[src/rtl/bn_pkg.sv]
// bn_pkg: shared types and width helpers for the batch-norm coefficient loader.
//   coef_w(bw, r_shift) : coefficient word width (activation width + fraction bits)
//   wc_w(no_ch)         : width of the word counter / word index for a 2*no_ch set
//   bn_ld_state_t       : loader FSM states
package bn_pkg;

  typedef enum logic [1:0] {
    S_LOAD = 2'd0,  // accepting words into the shadow bank
    S_PEND = 2'd1,  // full set held, waiting for a safe swap
    S_SKIP = 2'd2   // framing error, dropping words until cfg_last
  } bn_ld_state_t;

  function automatic int coef_w(input int bw, input int r_shift);
    return bw + r_shift;
  endfunction

  function automatic int wc_w(input int no_ch);
    return $clog2(2 * no_ch);
  endfunction

endpackage

[src/rtl/bn_coef_bank.sv]
// bn_coef_bank: shadow/active register pair for one batch-norm coefficient set.
// Entries 0..NO_CH-1 hold scale (a), entries NO_CH..2*NO_CH-1 hold bias (b),
// which is exactly the load order, so the word counter is the write index.
// Ports:
//   clk, rst          clock, synchronous active-high reset (clears active bank)
//   wr_en, wr_idx,
//   wr_data           shadow write port
//   commit            copy the whole shadow bank into the active bank
//   active            active bank, registered
module bn_coef_bank #(
  parameter int NO_CH = 10,
  parameter int CW    = 18,
  parameter int WW    = 5
) (
  input  logic                          clk,
  input  logic                          rst,
  input  logic                          wr_en,
  input  logic [WW-1:0]                 wr_idx,
  input  logic [CW-1:0]                 wr_data,
  input  logic                          commit,
  output logic [2*NO_CH-1:0][CW-1:0]    active
);

  // Shadow contents are don't-care after reset, so they carry no reset.
  logic [2*NO_CH-1:0][CW-1:0] shadow_r;

  // Shadow bank write port.
  always_ff @(posedge clk) begin
    if (wr_en) begin
      shadow_r[wr_idx] <= wr_data;
    end
  end

  // Active bank: only ever changes as a whole, on commit.
  always_ff @(posedge clk) begin
    if (rst) begin
      active <= '0;
    end else if (commit) begin
      active <= shadow_r;
    end
  end

endmodule

[src/rtl/bn_coef_loader.sv]
// bn_coef_loader: assembles a serial valid/ready stream of batch-norm
// coefficient words (a[0..NO_CH-1] then b[0..NO_CH-1], cfg_last on the final
// word) into a shadow bank and swaps it atomically onto the a/b buses when
// commit_ok says the downstream BN+ReLU stage is idle.
// Ports:
//   clk, rst             clock, synchronous active-high reset
//   cfg_vld/cfg_rdy      word handshake; cfg_data word, cfg_last end of set
//   commit_ok            downstream permits a bank swap
//   a, b                 active scale / bias banks [NO_CH-1:0][CW-1:0]
//   coef_vld             active bank holds a complete committed set
//   err                  sticky framing error (cleared only by rst)
// Optional (macro BN_COEF_READBACK_EN):
//   rd_idx, rd_data      registered readback of the active bank, load-order index
module bn_coef_loader
  import bn_pkg::*;
#(
  parameter  int NO_CH   = 10,
  parameter  int BW      = 12,
  parameter  int R_SHIFT = 6,
  localparam int CW      = coef_w(BW, R_SHIFT),
  localparam int WW      = wc_w(NO_CH)
) (
  input  logic                     clk,
  input  logic                     rst,
  input  logic                     cfg_vld,
  output logic                     cfg_rdy,
  input  logic [CW-1:0]            cfg_data,
  input  logic                     cfg_last,
  input  logic                     commit_ok,
  output logic [NO_CH-1:0][CW-1:0] a,
  output logic [NO_CH-1:0][CW-1:0] b,
  output logic                     coef_vld,
  output logic                     err
`ifdef BN_COEF_READBACK_EN
  ,
  input  logic [WW-1:0]            rd_idx,
  output logic [CW-1:0]            rd_data
`endif
);

  localparam logic [WW-1:0] WC_MAX = WW'(2 * NO_CH - 1);
  localparam logic [WW-1:0] WC_ONE = {{(WW-1){1'b0}}, 1'b1};

  bn_ld_state_t               state_r, state_nxt_s;
  logic [WW-1:0]              wc_r, wc_nxt_s;
  logic                       err_r, err_nxt_s;
  logic                       coef_vld_r, coef_vld_nxt_s;
  logic                       wr_en_s, commit_s, xfer_s, wc_last_s;
  logic [2*NO_CH-1:0][CW-1:0] active_s;

  assign cfg_rdy   = ~rst & ((state_r == S_LOAD) | (state_r == S_SKIP));
  assign xfer_s    = cfg_vld & cfg_rdy;
  assign wc_last_s = (wc_r == WC_MAX);

  assign a        = active_s[NO_CH-1:0];
  assign b        = active_s[2*NO_CH-1:NO_CH];
  assign coef_vld = coef_vld_r;
  assign err      = err_r;

  bn_coef_bank #(
    .NO_CH (NO_CH),
    .CW    (CW),
    .WW    (WW)
  ) u_bank (
    .clk     (clk),
    .rst     (rst),
    .wr_en   (wr_en_s),
    .wr_idx  (wc_r),
    .wr_data (cfg_data),
    .commit  (commit_s),
    .active  (active_s)
  );

  // Next-state, counter, error and bank-control decode.
  always_comb begin
    state_nxt_s    = state_r;
    wc_nxt_s       = wc_r;
    err_nxt_s      = err_r;
    coef_vld_nxt_s = coef_vld_r;
    wr_en_s        = 1'b0;
    commit_s       = 1'b0;
    case (state_r)
      S_LOAD: begin
        if (xfer_s) begin
          // A word written before a framing error is harmless: the next set
          // overwrites every shadow entry before it can be committed.
          wr_en_s = 1'b1;
          if (cfg_last && wc_last_s) begin
            state_nxt_s = S_PEND;
            wc_nxt_s    = '0;
          end else if (cfg_last) begin
            err_nxt_s = 1'b1;
            wc_nxt_s  = '0;
          end else if (wc_last_s) begin
            err_nxt_s   = 1'b1;
            wc_nxt_s    = '0;
            state_nxt_s = S_SKIP;
          end else begin
            wc_nxt_s = wc_r + WC_ONE;
          end
        end else begin
          wr_en_s = 1'b0;
        end
      end
      S_PEND: begin
        if (commit_ok) begin
          commit_s       = 1'b1;
          coef_vld_nxt_s = 1'b1;
          state_nxt_s    = S_LOAD;
        end else begin
          commit_s = 1'b0;
        end
      end
      S_SKIP: begin
        if (xfer_s && cfg_last) begin
          state_nxt_s = S_LOAD;
          wc_nxt_s    = '0;
        end else begin
          state_nxt_s = S_SKIP;
        end
      end
      default: begin
        state_nxt_s = S_LOAD;
        wc_nxt_s    = '0;
      end
    endcase
  end

  // FSM state, word counter and status registers.
  always_ff @(posedge clk) begin
    if (rst) begin
      state_r    <= S_LOAD;
      wc_r       <= '0;
      err_r      <= 1'b0;
      coef_vld_r <= 1'b0;
    end else begin
      state_r    <= state_nxt_s;
      wc_r       <= wc_nxt_s;
      err_r      <= err_nxt_s;
      coef_vld_r <= coef_vld_nxt_s;
    end
  end

`ifdef BN_COEF_READBACK_EN
  // Registered readback of the active bank; indices past the set read as 0.
  always_ff @(posedge clk) begin
    if (rst) begin
      rd_data <= '0;
    end else if (rd_idx <= WC_MAX) begin
      rd_data <= active_s[rd_idx];
    end else begin
      rd_data <= '0;
    end
  end
`endif

endmodule

[config.mk]
export PLATFORM = sky130hd
export DESIGN_NAME = bn_coef_loader
export DESIGN_NICKNAME = d
export VERILOG_FILES = /design/src/rtl/bn_pkg.sv /design/src/rtl/bn_coef_bank.sv /design/src/rtl/bn_coef_loader.sv
export SDC_FILE = /design/constraint.sdc
export NUM_CORES = 1
export LEC_CHECK = 0
export BUFFER_PORTS_ARGS = -buffer_cell sky130_fd_sc_hd__buf_2
export CAP_MARGIN = 20
export CORE_UTILIZATION = 55
export DETAILED_ROUTE_END_ITERATION = 10
export PLACE_DENSITY_LB_ADDON = 0.15
export SKIP_CTS_REPAIR_TIMING = 1
export SYNTH_ARGS = -nofsm -noshare
export SYNTH_HDL_FRONTEND = slang
export SYNTH_SLANG_ARGS = --single-unit
[constraint.sdc]
create_clock -name clk -period 2.7 [get_ports clk]
set_clock_uncertainty 0.05 [all_clocks]
set_input_delay 0.54 -clock clk [delete_from_list [all_inputs] [get_ports clk]]
set_output_delay 0.54 -clock clk [all_outputs]
set_load 0.05 [all_outputs]
# Word level (Yosys, flattened, before mapping)
# Index checks and enable logic that the tools add are counted.
# W data, S select, Z words.
[word_totals]
reg_bits = 729
inputBits = 23
output_inout_bits = 363
elab_cells = 92
[classes]
add_sub_neg = 1
order_cmp = 2
eq_ne = 8
muxes = 22
bitwise = 6
reduce_logical = 9
[ops]
columns = ["operator", "count"]
rows = [
  ["$bwmux W360", 1],
  ["$demux W18 S5", 1],
  ["$mux W5", 5],
  ["$mux W18", 1],
  ["$pmux W5 S3", 1],
  ["$mux W2", 6],
  ["$reduce_and A4 Y1", 2],
  ["$lt A5 B6 Y1 const B", 1],
  ["$mux W1", 6],
  ["$ne A3 B2 Y1 const B", 2],
  ["$pmux W2 S3", 1],
  ["$add A5 B1 Y5 const B", 1],
  ["$eq A5 B5 Y1 const B", 1],
  ["$ge A5 B1 Y1 const B", 1],
  ["$ne A2 B2 Y1 const B", 2],
  ["$logic_and A1 B1 Y1", 3],
  ["$not A1 Y1", 3],
  ["$reduce_and A3 Y1", 1],
  ["$and A1 B1 Y1", 2],
  ["$eq A2 B1 Y1 const B", 1],
  ["$eq A2 B2 Y1 const B", 1],
  ["$logic_not A2 Y1", 1],
  ["$ne A2 B1 Y1 const B", 1],
  ["$reduce_and A2 Y1", 1],
  ["2 further kinds", 2],
]

# Depth between registers and ports, before layout
[depth]
word_depth = 7
ltp_mapped = 9
depth_no_buf = 7

# Modules after synthesis
# A second synthesis with hierarchy kept.
[unflattened]
hier_cells = 1611
area_unflattened_um2 = 24304.6
[modules_own_cells]
columns = ["mod", "instances", "cells_per_inst", "area_each_um2", "seq_area_each_um2"]
rows = [
  ["bn_coef_bank", 1, 1548, 23744.0, 18017.3],
  ["bn_coef_loader", 1, 63, 560.5, 180.2],
]

# Least setup slack after synthesis
# No wires, ideal clock.
[synth_path]
path_kind = "input to register"
startpoint = "input port rst"
endpoint = "register u_bank.shadow_r[252] (netlist bit) (enable)"
setup_time_ns = 0.393
t_arrival_ns = 1.889
required_time_ns = 2.257
slack_ns = 0.368
stages = 4
path_buffers = 0
cell_sequence = "nand2b_1 nor3_1 nand2_1 nor2_1"
[synth_between]
elab_chain_cells = 5
[synth_rtl]
columns = ["item", "line", "text"]
rows = [
  ["from (decl)", "bn_coef_loader.sv:24", "input logic rst,"],
  ["$not A1 Y1", "bn_coef_loader.sv:51", "assign cfg_rdy = ~rst & ((state_r == S_LOAD) | (state_r == S_SKIP));"],
  ["$and A1 B1 Y1", "bn_coef_loader.sv:51", ""],
  ["$and A1 B1 Y1", "bn_coef_loader.sv:52", "assign xfer_s = cfg_vld & cfg_rdy;"],
  ["$mux W1", "bn_coef_loader.sv:84", "if (xfer_s) begin"],
  ["$mux W1", "bn_coef_loader.sv:82", "case (state_r)"],
  ["to (signal, indexed assignment)", "bn_coef_bank.sv:30", "shadow_r[wr_idx] <= wr_data;"],
  ["to (decl)", "bn_coef_bank.sv:25", "logic [2*NO_CH-1:0][CW-1:0] shadow_r;"],
]
# Every way passes these cells.
# A chain may end at the register's enable or synchronous reset.

# Worst setup path after layout
[layout_path]
startpoint = "register wc_r[2]"
endpoint = "register wc_r[1]"
[layout_between]
elab_chain_cells = 6
word_cells_on_any_way = 7
classes_between = "eq/ne: 1; mux: 5; reduce/logical: 1"
[layout_rtl]
columns = ["item", "line", "text"]
rows = [
  ["from (decl)", "bn_coef_loader.sv:45", "logic [WW-1:0] wc_r, wc_nxt_s;"],
  ["from (signal assigned)", "bn_coef_loader.sv:138", "wc_r <= wc_nxt_s;"],
  ["$eq A5 B5 Y1 *", "bn_coef_loader.sv:53", "assign wc_last_s = (wc_r == WC_MAX);"],
  ["$mux W5", "bn_coef_loader.sv:94", "end else if (wc_last_s) begin"],
  ["$mux W5", "bn_coef_loader.sv:91", "end else if (cfg_last) begin"],
  ["$mux W5 *", "bn_coef_loader.sv:88", "if (cfg_last && wc_last_s) begin"],
  ["$mux W5 *", "bn_coef_loader.sv:84", ""],
  ["$pmux W5 S3 *", "bn_coef_loader.sv:82", ""],
]
# Mark *: on every way between the ends. The rest lies on a longest branch, timed or not. The select of a mux whose other input is x is not followed.

==> flow_metrics.env <==
export IMPL_grt_pass1_vias=15300
export IMPL_core_um2=42200
export IMPL_rsz0062_at_grt="no"
export IMPL_finalCriticalPeriod_ns=2.29
export IMPL_drive_above_1_share=0.224
export IMPL_ant_nets=0
export IMPL_ff2ff_path_depth=6
export IMPL_clkSinkCount=729
export IMPL_clock_latency_ns=0.59
export IMPL_dr_pass1_iters=6
export IMPL_drt_iter0_drc=1521
export IMPL_grt_use_met2=0.449
export IMPL_overflow=0
export IMPL_powerDensity_nw_per_um2=754
export IMPL_wirelength_um=61700
export IMPL_worst_pin_slew_ns=0.878
export IMPL_htreeDepth=3
export IMPL_relSlewSlack=0.415
export IMPL_slew_violations=0
export IMPL_clockBufferDepth=3
export IMPL_start_kind="register"
export IMPL_grt_use_met3=0.0569
export IMPL_start_util=0.562
export IMPL_nets=2436
export IMPL_antenna_found_initial=4
export IMPL_drc=0
export IMPL_route_detailed_vias_per_inst=5.40
export IMPL_setup_viol=0
export IMPL_hpwl_um=36500
export IMPL_hold_viol_final=0
export IMPL_synthesis_nets=2054
export IMPL_cts_tree="yes"
export IMPL_critical_path_class="register to register"
export IMPL_cts_buffers=71
export IMPL_hold_path_class="input pin to register"
export IMPL_busiest_layer="met2"
export IMPL_layout_setup_ws_ns=0.414
export IMPL_hold_depth=3
export IMPL_leakagePower_uw=0.0106
export IMPL_multi_input_area_um2=5060
export IMPL_io_buffers=385
export IMPL_outcome="completed"
export IMPL_wire_per_inst_um=20.5
export IMPL_ys_warnings_count=0
export IMPL_die_area_um2=44000
export IMPL_required_ns=3.16
export IMPL_grt_pass1_wl_um=91000
export IMPL_cap_viol_max_count=0
export IMPL_ff_latch_area_um2=18200
export IMPL_tns_ns=0
export IMPL_cp_max_fo=11
export IMPL_pre_cts_ws_ns=0.305
export IMPL_chipWidth_um=210
export IMPL_synth_seq_cells=729
export IMPL_ir_drop_uv=690
export IMPL_area_growth_pct=20.8
export IMPL_fin_crit_sh=0.847
export IMPL_grt_max_degree=179
export IMPL_nFillCells=3134
export IMPL_clk_pin_slew_ns=0.06
export IMPL_syn_inst=2025
export IMPL_die_height_um=210
export IMPL_rows=75
export IMPL_dp_cells=2873
export IMPL_clockRootBuffer="clkbuf_16"
export IMPL_grtUsageTotal=0.279
export IMPL_cp_arrival_ns=2.75
export IMPL_vias=16200
export IMPL_critPathCaptureType="register"
export IMPL_ys_types=32
export IMPL_io_pins=386
export IMPL_synth_avg_cell_area_um2=11.7
export IMPL_syn_area_um2=23700
export IMPL_fmax_ghz=0.437
export IMPL_use_met1=0.377
export IMPL_fin_cells=3002
export IMPL_ys_seq_area_frac=0.767
export IMPL_gp_congestion=0.803
## report_power, final
part | internal (µW) | switching [µW]
clock network | 5720 | 3960
logic | 31.6 | 297
registers | 11600 | 6.57
## cell usage in the layout (no fill, tap or decap), types with 4 or more instances in the layout
cell,netlist,routed
a21oi_1,367,367
bufinv_16,0,5
dfxtp_1,369,369
nor2b_1,6,6
clkbuf_1,79,21
ha_1,6,6
nor3_1,6,6
clkinvlp_4,0,4
nor2_2,0,12
clkbuf_16,0,73
nor2_1,29,17
nand2_1,726,726
o21ai_0,5,5
buf_12,0,12
clkinv_1,0,5
buf_2,37,384
buf_4,0,36
clkinv_2,0,7
clkbuf_8,0,10
edfxtp_1,360,360
## cell usage after synthesis
master	number	share of area
nand3_1	3	0.00063
a211oi_1	1	0.00032
or3_1	1	0.00026
and2_1	2	0.00053
a31oi_1	1	0.00026
nor4_1	1	0.00026
nor3b_1	1	0.00032
and3_1	1	0.00026
a21boi_0	1	0.00032
mux2_2	1	0.00047
nor2b_1	6	0.0016
ha_1	6	0.0032
inv_1	3	0.00047
buf_2	37	0.0078
or3b_2	1	0.00037
nor2_1	29	0.0046
nand3b_1	2	0.00063
nand2_2	1	0.00026
or4b_1	1	0.00042
edfxtp_1	360	0.46
a21oi_1	367	0.077
dfxtp_1	369	0.31
o21ai_0	5	0.0011
nor3_1	6	0.0013
buf_6	1	0.00047
clkbuf_1	79	0.012
or4_4	1	0.00047
buf_1	7	0.0011
nor4b_1	1	0.00037
nand2b_1	3	0.00079
o31ai_1	1	0.00032
nand2_1	726	0.11
## routing by layer
metal,up-vias,share of wire
li1,7599,-
met1,7858,0.41
met2,631,0.48
met3,114,0.079
met4,0,0.028
met5,-,0
## registers in the layout, summed over array words and instances, names as in the netlist
register	cells
wc_r	5
u_bank.shadow_r	360
state_r	2
err	1
u_bank.active	360
coef_vld	1
## worst max-delay path, cell delays in order, from the launching register on
cell	delay, ns
dfxtp_1	0.50
nor3b_1	0.12
and2_1	0.21
ha_1	0.21
or4_4	0.46
or4b_1	0.51
a21oi_1	0.16
## logic make-up after synthesis
| kind of cell | Yosys count | share of synthesized area |
|---|---|---|
| AOI/OAI and AO/OA | 376 | 0.0796 |
| adders and majority gates | 6 | 0.00316 |
| buffers and inverters | 127 | 0.0223 |
| DFF | 729 | 0.767 |
| muxes | 1 | 0.000474 |
| and+or+nand+nor | 786 | 0.128 |
## stage by stage
stage | hold WS [ns] | utilization | total power (µW) | instance area (µm²)
2_1_floorplan | 0.421 | - | 12000 | 23700
3_3_place_gp | 0.390 | 0.625 | 12200 | 26400
3_5_place_dp | 0.394 | 0.625 | 12200 | 26400
4_1_cts | 0.219 | 0.679 | 21800 | 28700
5_1_grt | 0.244 | 0.679 | 22200 | 28700
6_report | 0.245 | 0.679 | 21600 | 28700
## path summary, 6_finish.rpt
check / startpoint / to / slack [ns]
max: wc_r[2]$_SDFFE_PP0P_ / wc_r[1]$_SDFFE_PP0P_ / 0.41
min: cfg_vld / wc_r[0]$_SDFFE_PP0P_ / 0.25
max reg2reg: wc_r[2]$_SDFFE_PP0P_ / wc_r[1]$_SDFFE_PP0P_ / 0.41
min reg2reg: u_bank.active[198]$_SDFFE_PP0P_ / u_bank.active[198]$_SDFFE_PP0P_ / 0.40
## cell type report
type,instances,share of cell area
Multi-Input combinational cell,1169,0.176
Sequential cell,729,0.634
Tap cell,539,0.0235
Clock buffer,104,0.0712
Inverter,3,0.000393
Clock inverter,22,0.00846
Timing Repair Buffer,433,0.0853
Antenna cell,3,0.000262
(Power assumes the default switching activity.)
